## src/rtl/mac_tx_pkg.sv

```systemverilog
`default_nettype none
// ============================================================
// mac_tx_pkg : shared types, K-symbol codes and lane helper
// Rev 1.0
// ============================================================
package mac_tx_pkg;

    typedef enum logic [2:0] {
        IDLE   = 3'd0,
        STP_S  = 3'd1,
        DATA   = 3'd2,
        END_ST = 3'd3,
        PAD_ST = 3'd4,
        SKP_OS = 3'd5
    } tx_state_e;

    localparam logic [7:0] K_STP = 8'hFB;
    localparam logic [7:0] K_END = 8'hFD;
    localparam logic [7:0] K_PAD = 8'hF7;
    localparam logic [7:0] K_COM = 8'hBC;
    localparam logic [7:0] K_SKP = 8'h1C;

    // Unsupported bus widths fall back to a single lane.
    function automatic logic [2:0] lanes(input logic [5:0] width);
        case (width)
            6'd16:   lanes = 3'd2;
            6'd32:   lanes = 3'd4;
            default: lanes = 3'd1;
        endcase
    endfunction

endpackage
`default_nettype wire

```

## src/rtl/mac_tx_framer_packer.sv

```systemverilog
`default_nettype none
// ============================================================
// tx_symbol_packer : gathers symbols into 1/2/4-lane words
// Rev 1.0
// ============================================================
module tx_symbol_packer
    import mac_tx_pkg::*;
(
    input  logic        clk,
    input  logic        clr,
    input  logic [2:0]  num_lanes,
    input  logic        push,
    input  logic [7:0]  sym_data,
    input  logic        sym_k,
    output logic [31:0] word_data,
    output logic [3:0]  word_k,
    output logic        word_en,
    output logic        empty,
    output logic        last_slot
);

    logic [31:0] acc_data;
    logic [3:0]  acc_k;
    logic [2:0]  count;
    logic [31:0] nxt_data;
    logic [3:0]  nxt_k;

    always_comb begin
        nxt_data = acc_data;
        nxt_k    = acc_k;
        nxt_data[{count[1:0], 3'b000} +: 8] = sym_data;
        nxt_k[count[1:0]]                   = sym_k;
    end

    // The symbol being pushed now completes the current word.
    assign last_slot = (count == (num_lanes - 3'd1));
    assign empty     = (count == 3'd0);

    always_ff @(posedge clk) begin
        if (clr) begin
            acc_data  <= '0;
            acc_k     <= '0;
            count     <= '0;
            word_data <= '0;
            word_k    <= '0;
            word_en   <= 1'b0;
        end else begin
            word_en <= 1'b0;
            if (push) begin
                if (last_slot) begin
                    // Accumulator is zeroed so lanes above N stay 0 next word.
                    word_data <= nxt_data;
                    word_k    <= nxt_k;
                    word_en   <= 1'b1;
                    acc_data  <= '0;
                    acc_k     <= '0;
                    count     <= '0;
                end else begin
                    acc_data <= nxt_data;
                    acc_k    <= nxt_k;
                    count    <= count + 3'd1;
                end
            end
        end
    end

endmodule
`default_nettype wire

```

## src/rtl/mac_tx_framer.sv

```systemverilog
`default_nettype none
// ============================================================
// mac_tx_framer : byte stream to STP/END/PAD framed TX words
// Rev 1.0
// ============================================================
module mac_tx_framer
    import mac_tx_pkg::*;
#(
    parameter int         SKP_INTERVAL = 1180,
    parameter logic [7:0] STP          = K_STP,
    parameter logic [7:0] END_S        = K_END,
    parameter logic [7:0] PAD          = K_PAD,
    parameter logic [7:0] COM          = K_COM,
    parameter logic [7:0] SKP          = K_SKP
) (
    input  logic        PCLK,
    input  logic        Reset_n,
    input  logic [5:0]  DataBusWidth,
    input  logic        s_valid,
    input  logic [7:0]  s_data,
    input  logic        s_last,
    output logic        s_ready,
    output logic [31:0] MAC_TX_Data,
    output logic [3:0]  MAC_TX_DataK,
    output logic        MAC_Data_En,
    output logic        busy
);

    localparam int CNT_W = $clog2(SKP_INTERVAL);

    tx_state_e        state;
    tx_state_e        state_nxt;
    logic [2:0]       num_lanes;
    logic [CNT_W-1:0] skp_cnt;
    logic             skp_due;
    logic             skp_expire;
    logic [1:0]       skp_idx;
    logic             push;
    logic [7:0]       sym_data;
    logic             sym_k;
    logic             pk_empty;
    logic             pk_last;

    assign skp_expire = (skp_cnt == CNT_W'(SKP_INTERVAL - 1));

    always_ff @(posedge PCLK) begin
        if (!Reset_n) begin
            state     <= IDLE;
            num_lanes <= 3'd1;
            skp_cnt   <= '0;
            skp_due   <= 1'b0;
            skp_idx   <= 2'd0;
        end else begin
            state <= state_nxt;
            if (state == IDLE && pk_empty)
                num_lanes <= lanes(DataBusWidth);
            skp_cnt <= skp_expire ? '0 : skp_cnt + CNT_W'(1);
            // A request pending at SKP_OS entry is consumed; a coincident expiry is absorbed.
            if (state == IDLE && skp_due)
                skp_due <= 1'b0;
            else if (skp_expire)
                skp_due <= 1'b1;
            skp_idx <= (state == SKP_OS) ? skp_idx + 2'd1 : 2'd0;
        end
    end

    always_comb begin
        state_nxt = state;
        push      = 1'b0;
        sym_data  = 8'h00;
        sym_k     = 1'b0;
        s_ready   = 1'b0;
        case (state)
            IDLE: begin
                if (skp_due)
                    state_nxt = SKP_OS;
                else if (s_valid)
                    state_nxt = STP_S;
            end
            STP_S: begin
                push      = 1'b1;
                sym_data  = STP;
                sym_k     = 1'b1;
                state_nxt = DATA;
            end
            DATA: begin
                s_ready = 1'b1;
                if (s_valid) begin
                    push     = 1'b1;
                    sym_data = s_data;
                    if (s_last)
                        state_nxt = END_ST;
                end
            end
            END_ST: begin
                push      = 1'b1;
                sym_data  = END_S;
                sym_k     = 1'b1;
                state_nxt = pk_last ? IDLE : PAD_ST;
            end
            PAD_ST: begin
                push     = 1'b1;
                sym_data = PAD;
                sym_k    = 1'b1;
                if (pk_last)
                    state_nxt = IDLE;
            end
            SKP_OS: begin
                push     = 1'b1;
                sym_data = (skp_idx == 2'd0) ? COM : SKP;
                sym_k    = 1'b1;
                if (skp_idx == 2'd3)
                    state_nxt = IDLE;
            end
            default: state_nxt = IDLE;
        endcase
    end

    tx_symbol_packer u_packer (
        .clk       (PCLK),
        .clr       (!Reset_n),
        .num_lanes (num_lanes),
        .push      (push),
        .sym_data  (sym_data),
        .sym_k     (sym_k),
        .word_data (MAC_TX_Data),
        .word_k    (MAC_TX_DataK),
        .word_en   (MAC_Data_En),
        .empty     (pk_empty),
        .last_slot (pk_last)
    );

    assign busy = (state != IDLE) || !pk_empty;

endmodule
`default_nettype wire
```

## config.mk

```make
export PLATFORM = sky130hd
export DESIGN_NAME = mac_tx_framer
export DESIGN_NICKNAME = d
export VERILOG_FILES = /design/src/rtl/mac_tx_pkg.sv /design/src/rtl/mac_tx_framer_packer.sv /design/src/rtl/mac_tx_framer.sv
export SDC_FILE = /design/constraint.sdc
export NUM_CORES = 1
export LEC_CHECK = 0
export BUFFER_PORTS_ARGS = -buffer_cell sky130_fd_sc_hd__buf_2
export CAP_MARGIN = 20
export CORE_MARGIN = 4
export CORE_UTILIZATION = 54
export DETAILED_ROUTE_END_ITERATION = 10
export HOLD_SLACK_MARGIN = 0.05
export PLACE_DENSITY_LB_ADDON = 0.3
export SLEW_MARGIN = 10
export SYNTH_ARGS = -nofsm -noshare
export SYNTH_HDL_FRONTEND = slang
export SYNTH_HIERARCHICAL = 1
export SYNTH_SLANG_ARGS = --single-unit
```

## constraint.sdc

```tcl
create_clock -name PCLK -period 4.6 [get_ports PCLK]
set_input_delay 0.92 -clock PCLK [delete_from_list [all_inputs] [get_ports PCLK]]
set_output_delay 0.92 -clock PCLK [all_outputs]
set_load 0.02 [all_outputs]
```

Word level (Yosys, flattened, before mapping)
Cells that the tools add are included.

operators by class
  equal/unequal tests = 15
  reduce and logical (&&, ||, !) cells = 16
  magnitude comparators = 2
  bitwise gates (word level) = 1
  shift operators = 2
  mux-type cells = 24
  add/subtract/negate cells = 5

operators by type and width
  operator                count
  $pmux 8 s5              1
  $bwmux 32               1
  $mux 32                 1
  $shift 8x7->32 const A  1
  $shiftx 8x7->32         1
  $mux 3                  8
  $pmux 3 s6              1
  $mux 8                  2
  $add 11x1->11 const B   1
  $eq 11x11->1 const B    1
  $neg 5->7               1
  $eq 3x2->1 const B      2
  $eq 3x3->1 const B      2
  $eq 6x5->1 const B      1
  $eq 6x6->1 const B      1
  $logic_not 3->1         2
  $ne 2x2->1 const B      3
  $pmux 3 s2              1
  $reduce_and 2->1        3
  $mux 1                  5
  $reduce_and 5->1        1
  $bwmux 4                1
  $mux 4                  1
  $reduce_or 2->1         2
  other kinds (19)        21

word-level totals
  output and inout bits = 39
  logic and storage cells = 76
  bits in registers = 96

Longest topological paths before layout
  word-level depth = 6
  gate-level depth with buffers = 9
  mapped depth without buffers = 8

Hierarchy
Netlist, hierarchy kept.

modules (own cells, without submodules)
  module            instances  cells an instance  area an instance (um^2)  seq. area each (um^2)
  tx_symbol_packer  1          324                3,204.3                  1,521.5
  mac_tx_framer     1          134                1,069.8                  400.4

Worst setup path after synthesis
Ideal clock, no wire load.

  path type = input to register
  start point = input s_valid
  end point = register u_packer.acc_data[22]
  slack = 2.011 ns
  path buffers = 3
  required time = 4.482 ns
  stages = 9
  arrival = 2.471 ns
  setup time = 0.118 ns
  cells stage by stage = and2_1 clkbuf_1 nor2_1 o21ai_0 clkbuf_1 buf_1 nand2_1 a32oi_1 nor2_1

RTL lines
  what                    line                        text
  start: declaration      mac_tx_framer.sv:19         input logic s_valid,
  $mux 1                  mac_tx_framer.sv:88         if (s_valid) begin
  $pmux 1 s2              mac_tx_framer.sv:73         case (state)
  net push                mac_tx_framer.sv:38         logic push;
  end signal: assignment  mac_tx_framer_packer.sv:59  acc_data <= nxt_data;
  end: declaration        mac_tx_framer_packer.sv:22  logic [31:0] acc_data;

The timed path passes the listed nets, and every way through them passes these cells.
A chain may end at the register's enable or synchronous reset.

Final worst setup path
  start point = register u_packer.count[0]
  end point = output busy

on the way
  cells in the longest elaborated chain, start to end = 3

RTL lines
  what                      line                        text
  start: declaration        mac_tx_framer_packer.sv:24  logic [2:0] count;
  start signal: assignment  mac_tx_framer_packer.sv:61  count <= count + 3'd1;
  $logic_not 3->1           mac_tx_framer_packer.sv:37  assign empty = (count == 3'd0);
  net pk_empty              mac_tx_framer.sv:41         logic pk_empty;
  $logic_not 1->1           mac_tx_framer.sv:133        assign busy = (state != IDLE) || !pk_empty;
  $logic_or 1x1->1          mac_tx_framer.sv:133
  end: declaration          mac_tx_framer.sv:26         output logic busy

The timed path passes the listed nets, and every way through them passes these cells.

==> results.md <==
- Sequential area share after synthesis: between 40 and 50%
- FMAX: approximately 0.30 GHz
- Final instance area: 4830 um^2
- Slew @ Worst Pin: 0.956 ns
- Pwr/cell area: 474 nW/um^2
- Clk_lat worst skew: 0.36 ns
- CTS Hold Bufs: 0
- Synth unique cells: 48
- Most numerous cell in the Yosys netlist: dfxtp_1
- Worst setup SP type: flip-flop
- Diode count: 0
- Post-DR wirelength/cell: 16.0 um
- Vias in the first global route: 3425
- Final nets: 527
- Mux contribution to synthesized area: 1.43%
- # IOs: 57
- Synthesized-area fraction occupied by adder cells: 3.22%
- Lkg Pwr: 1.79 nW
- Worst-path cell chain: inv_1 > ha_1 > nor2b_1 > nor4b_2 > inv_1 > buf_2
- Top FF cell, synth: dfxtp_1
- Post-cts sizing count: 0
- Fill count: 674
- Die Ht: 97.0 um
- Number of enable flip-flop cells after synthesis: 0
- DR iter-0 viols: 183
- Synth Area in Simple Gates: roughly 16%
- Clock sink count: 96
- Synth Area in Compound Gates: 25.3%
- Reg clk slew, reported paths: 0.09 ns
- Placed Area: 4580 um^2
- Placed cell count: 587
- Vias: 3577
- Crit path launch: u_packer/count[0]
- Core Rows: 32
- RSZ-0062 raised after global routing: false
- Worst EP arrival: 2.38 ns
- Number of buffers created by CTS: 9
- Most numerous cell on the critical path: inv_1
- Synthesized net count: about 490
- Critical Setup Path Class: reg2out
- Via density: 5.91
- Total design power: 2.29 mW
- Slowest-stage cell, CP: ha_1
- Final ANT Viol Nets: 0
- Hold_ws: 0.461 ns
- Async set-reset flop share out of synthesis: 0%
- Core area: slightly below 8000 um^2
- Netlist Area Pre-Place: around 4300 um^2
- Clk buf depth: 2
- Share of the synthesized area in the top cell type: 45.0%
- Dominant cell type by area after synthesis: dfxtp_1
- Die W: 97.0 um
- Top post-synthesis cells by count: dfxtp_1, a21oi_1, nor2_1
- Area growth from synthesis to final layout: 12.9%
- Routed WL: around 9.7 mm
- Xor-xnor portion of the synthesized cell area: 2.75%
- Post-CTS setup buffer count: 0
- Hold/Removal Path Class: reg2reg
- Setup violators final: 0
- Drt pass-1 iters: 4
- Largest net degree at the start of global routing: 38
- Tcrit/Tclk final: 71.7%
- Mapped Cells: 458
- CP peak stage delay: between 0.5 and 0.6 ns
- Worst r2r src: state[1]
- Largest fanout on the critical path: 14
- YS warnings: 6
- Relative slew margins: 35.6%
- WP data required: 3.68 ns
- Root buffer cell: clkbuf_8
- Overflow left after global routing: 0
- Area contributors post-synth: dfxtp_1, a32oi_1, o2bb2ai_1, a21oi_1, nor2b_1
- Initial antenna violation count: 0
- CTS tree: done
- Max-Cap Viols: 0
- Buffers on Ports: 56
- Final cell count without fillers: ~610
- # DRC: 0
- Starting Density: 55.3%
- Largest family of logic cells by synthesized area: compound AO/OA/AOI/OAI gates
- Fraction of layout cells with a size suffix above 1: 18.5%
- Period minus WS final: around 3.3 ns
- Hold_sp: num_lanes[1]
- Final Hold Viols: 0
- Die Area: 9400 um^2
- Total global routing track utilization: 20.7%
- Dpl hpwl: 6.41 mm
- Maximum VDD drop: 0.000316 V
- Clk_skew: 0.0112 ns
- H-tree Lvls: 3
- Status: finished, final reports clean
- Sum Neg Setup Slack: 0 ns
- Crit. End Element: output pin
- Yosys reg bits: 96
- Placer Congestion: 0.825
- Synth Area per Inst: 9.33 um^2
- First-pass GRT wire length: 16.4 mm
- Slew Limit Fails: 0
## final timing paths
kind	end	slack [ns]	cells after the start
max reg2reg	u_packer/word_data[20]	1.80	7
max	busy	1.30	6
min reg2reg	num_lanes[1]	0.46	2
min	num_lanes[1]	0.46	2
## final cells by class
type                    count  area, um^2  area share [%]
multi-input cells         308        2120            44.0
flip-flops and latches     96        1920            39.8
repair buffers             67         375            7.78
clock buffers              11         141            2.93
well taps                 102         128            2.64
clock inverters             5        78.8            1.63
inverters                  16        60.1            1.24
## registers in the layout, indices dropped and copies added (netlist names)
signal and flops:
num_lanes 3, skp_cnt 11, skp_due 1, skp_idx 2, state 3, u_packer/acc_data 32
u_packer/acc_k 4, u_packer/count 3, u_packer/word_data 32, u_packer/word_en 1, u_packer/word_k 4
## stage by stage
step | utilization [%] | setup slack [ns]
3_5_place_dp | 59.2 | 1.17
3_3_place_gp | 59.2 | 1.33
2_1_floorplan | - | 2.01
5_1_grt | 62.5 | 1.06
4_1_cts | 62.1 | 1.29
6_report | 62.5 | 1.30
## kinds of logic after synthesis
kind of cell | count (synthesis)
AO/OA/AOI/OAI | 149
XOR/XNOR | 11
adder cells (fa/ha/maj) | 11
buffers and inverters | 54
flip-flops | 96
multiplexers | 6
AND/OR/NAND/NOR | 131
## power by group
part           switching, mW  internal [mW]
combinational          0.511          0.239
clock                  0.286          0.322
sequential            0.0580          0.873
## critical path, delay by kind of cell, from the launching register on
kind	cells	cell delay (ns)
adders and majority gates	1	0.53
buffers and inverters	3	0.52
and+or+nand+nor	2	0.50
DFF	1	0.48
## placed cells by master (no fill, tap or decap), types with 4 or more instances in the layout
master     count
a21oi_1       47
buf_2         57
ha_1          11
or4_1          4
nor3_1         4
clkbuf_8      10
o21ai_0       11
nand2_1       20
xnor2_1        4
dfxtp_1       96
inv_1         15
buf_4          8
mux2i_1        5
xor2_1         5
nor2b_1       30
o31ai_1        5
nor2_1        42
a32oi_1       37
o2bb2ai_1     36
nand3_1        9
## routing by layer
| metal | global-route usage [%] | wire, um |
|---|---|---|
| met5 | 0 | 0 |
| met3 | 3.53 | 446 |
| met2 | 33.4 | 4580 |
| met4 | 7.24 | 99 |
| met1 | 27.9 | 4530 |
(Power assumes the default switching activity.)
